File: src/rtl/johnson_pkg.sv
// Shared types and Johnson-code helpers for the phase monitor.
// Helpers work on a zero-extended code of up to JC_MAX_W bits plus the actual width.
package johnson_pkg;

    typedef enum logic [1:0] {
        UNLOCKED = 2'd0,
        LOCKED   = 2'd1,
        FAULT    = 2'd2
    } jpm_state_t;

    localparam int unsigned JC_MAX_W = 32;

    // Next code in the Johnson sequence: shift right, inverted LSB enters at the MSB.
    function automatic logic [JC_MAX_W-1:0] jc_succ(input logic [JC_MAX_W-1:0] c,
                                                    input int unsigned         w);
        logic [JC_MAX_W-1:0] s;
        s        = c >> 1;
        s[w-1]   = ~c[0];
        return s;
    endfunction

    function automatic int unsigned jc_ones(input logic [JC_MAX_W-1:0] c,
                                            input int unsigned         w);
        int unsigned n;
        n = 0;
        for (int unsigned i = 0; i < JC_MAX_W; i++) begin
            if (i < w && c[i]) n++;
        end
        return n;
    endfunction

    // Legal codes are a single run of ones touching the MSB or the LSB.
    function automatic logic jc_is_legal(input logic [JC_MAX_W-1:0] c,
                                         input int unsigned         w);
        int unsigned         n;
        logic [JC_MAX_W-1:0] msb_run;
        logic [JC_MAX_W-1:0] lsb_run;
        n       = jc_ones(c, w);
        msb_run = '0;
        lsb_run = '0;
        for (int unsigned i = 0; i < JC_MAX_W; i++) begin
            if (i < w) begin
                if (i < n)     lsb_run[i] = 1'b1;
                if (i >= w - n) msb_run[i] = 1'b1;
            end
        end
        return (c == msb_run) || (c == lsb_run);
    endfunction

    // MSB-anchored runs (and all-zero) are phases 0..w; LSB-only runs are w+1..2w-1.
    function automatic int unsigned jc_phase(input logic [JC_MAX_W-1:0] c,
                                             input int unsigned         w);
        int unsigned n;
        n = jc_ones(c, w);
        if (n == 0 || c[w-1]) return n;
        return 2 * w - n;
    endfunction

endpackage

File: src/rtl/johnson_code_decode.sv
// Combinational decode of a Johnson code into legality, phase index and one-hot phase.
module johnson_code_decode
    import johnson_pkg::*;
#(
    parameter int unsigned WIDTH = 4
) (
    input  logic [WIDTH-1:0]             code,
    output logic                         legal,
    output logic [$clog2(2*WIDTH)-1:0]   phase,
    output logic [2*WIDTH-1:0]           onehot
);

    localparam int unsigned PW = $clog2(2 * WIDTH);

    // Decode is only meaningful when legal is high; phase stays in range regardless.
    always_comb begin
        legal         = jc_is_legal(JC_MAX_W'(code), WIDTH);
        phase         = PW'(jc_phase(JC_MAX_W'(code), WIDTH));
        onehot        = '0;
        onehot[phase] = 1'b1;
    end

endmodule

File: src/rtl/johnson_phase_monitor.sv
// Tracks a Johnson counter: decodes phase, checks legality and succession,
// counts revolutions and raises registered error/status flags.
module johnson_phase_monitor
    import johnson_pkg::*;
#(
    parameter int unsigned WIDTH      = 4,
    parameter int unsigned REV_W      = 8,
    parameter bit          ALLOW_HOLD = 1'b1
) (
    input  logic                         clk,
    input  logic                         clear,
    input  logic [WIDTH-1:0]             cnt_in,
    input  logic                         cnt_valid,
    input  logic                         cnt_load,
    input  logic                         err_clr,
    output logic [$clog2(2*WIDTH)-1:0]   phase,
    output logic [2*WIDTH-1:0]           phase_onehot,
    output logic                         locked,
    output logic                         wrap_pulse,
    output logic [REV_W-1:0]             rev_count,
    output logic                         illegal,
    output logic                         skip_err,
    output logic                         err_sticky
);

    localparam int unsigned     PW         = $clog2(2 * WIDTH);
    localparam logic [PW-1:0]   LAST_PHASE = PW'(2 * WIDTH - 1);

    jpm_state_t         state;
    logic [WIDTH-1:0]   prev_code;
    logic [WIDTH-1:0]   succ_code;
    logic               dec_legal;
    logic [PW-1:0]      dec_phase;
    logic [2*WIDTH-1:0] dec_onehot;

    johnson_code_decode #(
        .WIDTH (WIDTH)
    ) u_decode (
        .code   (cnt_in),
        .legal  (dec_legal),
        .phase  (dec_phase),
        .onehot (dec_onehot)
    );

    assign succ_code = WIDTH'(jc_succ(JC_MAX_W'(prev_code), WIDTH));

    // Lock FSM plus all registered outputs; pulses default low every cycle.
    always_ff @(posedge clk) begin
        if (clear) begin
            state        <= UNLOCKED;
            prev_code    <= '0;
            phase        <= '0;
            phase_onehot <= '0;
            locked       <= 1'b0;
            wrap_pulse   <= 1'b0;
            rev_count    <= '0;
            illegal      <= 1'b0;
            skip_err     <= 1'b0;
            err_sticky   <= 1'b0;
        end else begin
            wrap_pulse <= 1'b0;
            illegal    <= 1'b0;
            skip_err   <= 1'b0;
            // A new error in the same cycle overrides this below.
            if (err_clr) err_sticky <= 1'b0;

            if (cnt_valid) begin
                if (!dec_legal) begin
                    // Illegal code faults from any state, load or not; phase holds.
                    state        <= FAULT;
                    illegal      <= 1'b1;
                    err_sticky   <= 1'b1;
                    locked       <= 1'b0;
                    phase_onehot <= '0;
                end else if (cnt_load) begin
                    state        <= LOCKED;
                    prev_code    <= cnt_in;
                    phase        <= dec_phase;
                    phase_onehot <= dec_onehot;
                    locked       <= 1'b1;
                end else begin
                    case (state)
                        UNLOCKED: begin
                            state        <= LOCKED;
                            prev_code    <= cnt_in;
                            phase        <= dec_phase;
                            phase_onehot <= dec_onehot;
                            locked       <= 1'b1;
                        end
                        LOCKED: begin
                            if (cnt_in == succ_code) begin
                                prev_code    <= cnt_in;
                                phase        <= dec_phase;
                                phase_onehot <= dec_onehot;
                                if (phase == LAST_PHASE) begin
                                    wrap_pulse <= 1'b1;
                                    rev_count  <= rev_count + 1'b1;
                                end
                            end else if (cnt_in == prev_code && ALLOW_HOLD) begin
                                // Stalled counter: keep everything as is.
                            end else begin
                                state        <= UNLOCKED;
                                prev_code    <= cnt_in;
                                phase        <= dec_phase;
                                phase_onehot <= '0;
                                locked       <= 1'b0;
                                skip_err     <= 1'b1;
                                err_sticky   <= 1'b1;
                            end
                        end
                        FAULT: begin
                            // Recover to UNLOCKED first; locking needs another legal sample.
                            state     <= UNLOCKED;
                            prev_code <= cnt_in;
                            phase     <= dec_phase;
                        end
                        default: begin
                            state        <= UNLOCKED;
                            phase_onehot <= '0;
                            locked       <= 1'b0;
                        end
                    endcase
                end
            end
        end
    end

endmodule

File: config.mk
export PLATFORM = sky130hd
export DESIGN_NAME = johnson_phase_monitor
export DESIGN_NICKNAME = d
export VERILOG_FILES = /design/src/rtl/johnson_pkg.sv /design/src/rtl/johnson_code_decode.sv /design/src/rtl/johnson_phase_monitor.sv
export SDC_FILE = /design/constraint.sdc
export NUM_CORES = 1
export LEC_CHECK = 0
export BUFFER_PORTS_ARGS = -buffer_cell sky130_fd_sc_hd__buf_4
export CORE_AREA = 2 2 72 87
export CTS_CLUSTER_SIZE = 8
export DETAILED_ROUTE_END_ITERATION = 16
export DIE_AREA = 0 0 74 89
export SYNTH_ARGS = -nofsm -noshare
export SYNTH_HDL_FRONTEND = slang
export SYNTH_SLANG_ARGS = --single-unit
File: constraint.sdc
create_clock -name clk -period 3.95 [get_ports clk]
set_clock_uncertainty 0.05 [all_clocks]
set_input_delay 0 -clock clk [delete_from_list [all_inputs] [get_ports clk]]
set_output_delay 0 -clock clk [all_outputs]
set_load 0.05 [all_outputs]
# Yosys cells after proc, flatten, opt, wreduce, memory -nomap -nowiden
# Index checks and enable logic that the tools add are counted.
# totals
ff_bits	30
in_bits	9
out_inout_bits	24
wordCells	109
# op_classes
addsub	6
order_cmp	10
eq_ne	12
mux	50
bitwise_logic	6
reduce_logical	15
# op_table
operator	count
32-bit two-way mux	3
32-bit by 1-bit adder with 32-bit output (second input constant)	2
1-bit by 32-bit greater-or-equal comparator with 1-bit output (first input constant)	2
2-bit by 32-bit greater-or-equal comparator with 1-bit output (first input constant)	2
1-bit by 32-bit < comparator with 1-bit output (first input constant)	2
2-bit by 32-bit < comparator with 1-bit output (first input constant)	2
32-bit logical NOT	1
8-bit two-way mux	4
3-bit by 32-bit subtractor with 32-bit output (first input constant)	1
1-bit two-way mux	25
8-bit one-hot mux with 3 select lines	1
4-bit equality test	4
3-bit two-way mux	5
4-bit two-way mux	3
4-bit inequality test (second input constant)	3
6-bit OR reduction	2
8-bit by 1-bit adder with 8-bit output (second input constant)	1
2-bit two-way mux	4
4-bit one-hot mux with 2 select lines	1
4-bit AND reduction	2
1-bit NOT	6
3-bit one-hot mux with 2 select lines	1
3-bit AND reduction	2
6-bit AND reduction	1
17 further kinds	19

# Depth between registers and ports, before layout
# depth
depth_word	19
mapped_depth	17
depth_no_buf	14

# Hierarchy
# A second synthesis with hierarchy kept.
# hier_totals
cells_unflattened	252
hier_area_um2	2067.0
# modules_own_cells
module	n_inst	cells_each	area_each_um2	seq_area_each_um2
johnson_phase_monitor	1	168	1505.2	600.6
johnson_code_decode	1	84	561.8	0.0

# Worst setup path before layout
# No wires, ideal clock.
# synth_timing
path_type	input to register
from	input cnt_in[0]
to	register rev_count[1]
setup_time_ps	128
arrival_ps	3235
required_ps	3772
slack_ps	537
stages	16
n_path_buf	3
cell_sequence	clkbuf_1 inv_1 ha_1 buf_2 and2_1 a221oi_4 a21o_1 ha_1 nand2b_1 o21ai_0 and2_1 a32oi_2 o31ai_2 buf_6 mux2i_1 nor2_1
# synth_via
elab_chain_len	13
elab_cells_between_ends	29
classes_between	4 x add/sub; 8 x order compare; 3 x eq/ne; 12 x mux; 2 x reduce/logical
# synth_lines
element	line	rtl
start: declaration	johnson_phase_monitor.sv:12	input logic [WIDTH-1:0] cnt_in,
1-bit two-way mux	johnson_pkg.sv:27	if (i < w && c[i]) n++;
1-bit by 1-bit adder with 2-bit output	--	
32-bit two-way mux	--	
32-bit by 1-bit adder with 32-bit output	johnson_pkg.sv:27	
32-bit two-way mux	--	
32-bit by 1-bit adder with 32-bit output	johnson_pkg.sv:27	
32-bit two-way mux	johnson_pkg.sv:27	
3-bit by 32-bit subtractor with 32-bit output	johnson_pkg.sv:44	if (i >= w - n) msb_run[i] = 1'b1;
1-bit by 32-bit greater-or-equal comparator with 1-bit output / 2-bit by 32-bit greater-or-equal comparator with 1-bit output (equally long branches)	johnson_pkg.sv:44	
1-bit two-way mux	johnson_pkg.sv:44	
4-bit equality test	johnson_pkg.sv:47	return (c == msb_run) || (c == lsb_run);
1-bit logical OR	johnson_pkg.sv:47	
6-bit AND reduction (no line) *	--	
end signal: assignment	johnson_phase_monitor.sv:97	rev_count <= rev_count + 1'b1;
end: declaration	johnson_phase_monitor.sv:20	output logic [REV_W-1:0] rev_count,
# Every way passes the cells marked *; elsewhere a longest branch is shown, timed or not.
# A chain may end at the register's enable or synchronous reset.

# Final worst setup path
# layout_timing
from	input cnt_in[0]
to	register err_sticky
# layout_via
elab_chain_len	14
elab_cells_between_ends	35
classes_between	4 x add/sub; 8 x order compare; 4 x eq/ne; 18 x mux; 1 x reduce/logical
# layout_lines
element	line	rtl
1-bit two-way mux	johnson_pkg.sv:27	
1-bit by 1-bit adder with 2-bit output	--	
32-bit two-way mux	--	
32-bit by 1-bit adder with 32-bit output	johnson_pkg.sv:27	
32-bit two-way mux	--	
32-bit by 1-bit adder with 32-bit output	johnson_pkg.sv:27	
32-bit two-way mux	johnson_pkg.sv:27	
3-bit by 32-bit subtractor with 32-bit output	johnson_pkg.sv:44	
1-bit by 32-bit greater-or-equal comparator with 1-bit output / 2-bit by 32-bit greater-or-equal comparator with 1-bit output (equally long branches)	johnson_pkg.sv:44	
1-bit two-way mux	johnson_pkg.sv:44	
4-bit equality test	johnson_pkg.sv:47	
1-bit logical OR	johnson_pkg.sv:47	
1-bit two-way mux *	johnson_phase_monitor.sv:68	if (!dec_legal) begin
1-bit two-way mux *	johnson_phase_monitor.sv:67	if (cnt_valid) begin
end signal: assignment	johnson_phase_monitor.sv:59	err_sticky <= 1'b0;
end signal: assignment	johnson_phase_monitor.sv:65	if (err_clr) err_sticky <= 1'b0;
end signal: assignment	johnson_phase_monitor.sv:72	err_sticky <= 1'b1;
end: declaration	johnson_phase_monitor.sv:23	output logic err_sticky
# Marked as above.

==> results.sh <==
export IMPL_start_kind="primary input"
export IMPL_fmax_ghz=0.2780
export IMPL_cts_buffers_inserted=5
export IMPL_grt_max_degree=26
export IMPL_finalSetupTns_ns=0
export IMPL_synthCells=218
export IMPL_ir_drop_uv=137.0
export IMPL_synth_cell_types=58
export IMPL_cp_depth=15
export IMPL_gp_congestion=0.7636
export IMPL_port_buffers=32
export IMPL_nNetsFinal=269
export IMPL_fp_dieW_um=74
export IMPL_timing_final_crit_share_pct=91.08
export IMPL_syn_num_nets=238
export IMPL_tightest_slew_ns=0.5240
export IMPL_hold_path_class="in2reg"
export IMPL_first_pass_iters=4
export IMPL_crit_type="in2reg"
export IMPL_p_int_uw=667.6
export IMPL_num_vias=1644
export IMPL_p_sw_share_pct=27.71
export IMPL_grt_ovfl_total=0
export IMPL_critPathMaxFanout=10
export IMPL_syn_area_um2=1946
export IMPL_reg2reg_setup_slack_ns=1.61
export IMPL_core_um2=5668
export IMPL_postRouteAntennaNets=0
export IMPL_hold_viol=0
export IMPL_critPathCaptureType="flop"
export IMPL_layout_common_cells="buf_4 (34), dfxtp_1 (30), nor2_1 (20)"
export IMPL_hpwl_um=3098
export IMPL_pin_count=33
export IMPL_seqPwrFrac_pct=34.7
export IMPL_routed_via_density=4.982
export IMPL_final_cells=330
export IMPL_cts_clk_slew_worst_paths_ns=0.07
export IMPL_drtIter0Drc=81
export IMPL_grt_pass1_vias=1558
export IMPL_diodes=0
export IMPL_ys_seq_area_share_pct=30.87
export IMPL_antenna_found_initial=0
export IMPL_cpMaxStageDelayCell="dlygate4sd3_1"
export IMPL_area_growth_pct=23.92
export IMPL_setup_viol=0
export IMPL_final_common_cell="buf_4"
export IMPL_clkLatencyLatePin_ns=0.28
export IMPL_cts_tree="yes"
export IMPL_cts_root_buf="clkbuf_8"
export IMPL_placed_cell_area_um2=2228
export IMPL_synth_area_per_cell_um2=8.925
export IMPL_combPwrFrac_pct=23.5
export IMPL_cts_resized=0
export IMPL_path_cells="buf_4 > inv_1 > ha_1 > and2_1 > a221oi_4 > a21o_1 > ha_1 > nand2b_1 > o21ai_0 > and2_1 > a32oi_2 > nor3_2 > o21ai_0 > a21oi_1 > dlygate4sd3_1"
export IMPL_slew_violations=0
export IMPL_synth_ff_type="dfxtp_1"
export IMPL_cap_violations=0
export IMPL_clock_power_share_pct=41.8
export IMPL_grt_pass1_wl_um=7286
export IMPL_drive_gt1_share_pct=22.40
export IMPL_post_cts_buffers=0
export IMPL_whs_path_depth=2
export IMPL_grt_setup_unrepaired="no"
export IMPL_fin_area_um2=2411
export IMPL_grt_use_total_pct=13.94
export IMPL_max_slew_margin_pct=65.06
export IMPL_rows=30
export IMPL_synth_edf_count=0
export IMPL_start_util_pct=34.33
export IMPL_hold_slack_ns=0.02494
export IMPL_path_delay_family="compound AO/OA/AOI/OAI gates"
export IMPL_ys_ff_latch=30
export IMPL_r2r_worst_path_cells=7
export IMPL_status="finished clean"
export IMPL_power_leakage_nw=0.9936
export IMPL_synth_async_reset_ratio_pct=0
export IMPL_postRouteWirelength_um=4233
export IMPL_cts_sinks=30
export IMPL_h_tree_depth=2
export IMPL_arrival_ns=3.77
export IMPL_cp_num_buf_inv=3
export IMPL_remaining_drc_errors=0
export IMPL_post_drt_wl_per_cell_um=12.83
export IMPL_post_route_min_period_ns=3.598
export IMPL_p_switching_uw=255.9
export IMPL_yosys_warnings=0
export IMPL_slowest_delay_ns=0.54
export IMPL_critPathRequiredTime_ns=4.13
export IMPL_dieArea_um2=6586
export IMPL_p_per_area_nw_per_um2=383.0
export IMPL_die_y_um=89
export IMPL_dp_cells=318
export IMPL_clockBufferDepth=2
-- routing by layer --
layer	up-vias	share of wire, %	wire length, µm	track usage, %
met5	-	0	0	0
met4	0	1.4	61	3.967
met3	7	3.7	157	3.044
met2	40	45	1924	22.16
met1	753	49	2089	18.95
li1	844	-	-	-
-- final cells by class --
type | count | area (µm²)
Fill cell | 588 | 3257
Multi-Input combinational cell | 166 | 1242
Sequential cell | 30 | 600.6
Timing Repair Buffer | 38 | 295.3
Tap cell | 80 | 100.1
Clock buffer | 6 | 82.58
Clock inverter | 2 | 60.06
Inverter | 8 | 30.03
-- final timing paths --
| check | from | endpoint |
|---|---|---|
| max | cnt_in[0] | err_sticky |
| min | clear | phase[1] |
| max reg2reg | prev_code[1] | err_sticky |
| min reg2reg | rev_count[7] | rev_count[7] |
-- what timing repair did --
item / in CTS / in global routing
hold endpoints to repair: 3 / 0
setup endpoints to repair: 0 / 0
hold buffers: 4 / 0
-- power groups by stage --
stage / combinational [mW] / sequential (mW) / clock (mW)
after floorplan: 0.149 / 0.344 / 0
after global placement: 0.212 / 0.327 / 0
after detailed placement: 0.213 / 0.328 / 0
after CTS: 0.218 / 0.321 / 0.394
after global routing: 0.240 / 0.322 / 0.407
final: 0.217 / 0.321 / 0.386
-- cell usage after synthesis (all sizes together) (2+ instances only) --
cell	instances	area, µm²
nand2	9	33.78
nand3b	2	15.01
dfxtp	30	600.6
xor2	6	52.55
a22o	8	70.07
a221oi	2	35.04
mux2i	10	112.6
nor3	4	25.02
a21oi	16	95.10
and2	6	37.54
nor2	20	75.07
or3	6	37.54
nand2b	5	31.28
o2111ai	2	17.52
ha	11	137.6
a211oi	2	20.02
clkbuf	7	26.28
o21ai	11	55.05
buf	7	46.29
nand3	3	15.01
o31ai	3	41.29
inv	7	26.28
nand4	4	25.02
nor4	4	37.53
xnor2	11	96.34
-- sequential cells by signal, summed over array words and instances, names as in the netlist, 2 cells and up --
name / count
rev_count: 8
state: 2
phase: 3
prev_code: 4
phase_onehot: 8
-- metrics by stage --
step                worst slack, ns  util [%]  power [mW]
CTS                          0.3664     42.54      0.9328
detailed placement           0.4685     39.32      0.5406
global placement             0.5031     39.32      0.5394
global route                0.07695     42.54      0.9699
finish                       0.3523     42.54      0.9235
floorplan                    0.5372         -      0.4927
-- kinds of logic after synthesis --
family / Yosys count / share of synthesized area [%]
buf+inv: 22 / 5.273
mux: 11 / 6.367
flops: 30 / 30.87
xor+xnor: 17 / 7.653
compound gates: 57 / 22.96
fa+ha+maj: 11 / 7.074
simple gates: 69 / 19.61
other cells: 1 / 0.1927
-- worst register-to-register path, stage by stage (launching register included) --
cell           delay, ns
dfxtp_1             0.34
xor2_1              0.17
nor4_1              0.48
a41oi_1             0.17
and2_1              0.23
o21ai_0             0.17
a21oi_1             0.08
dlygate4sd3_1       0.55
Note: power is estimated with default switching activity, not from simulation.
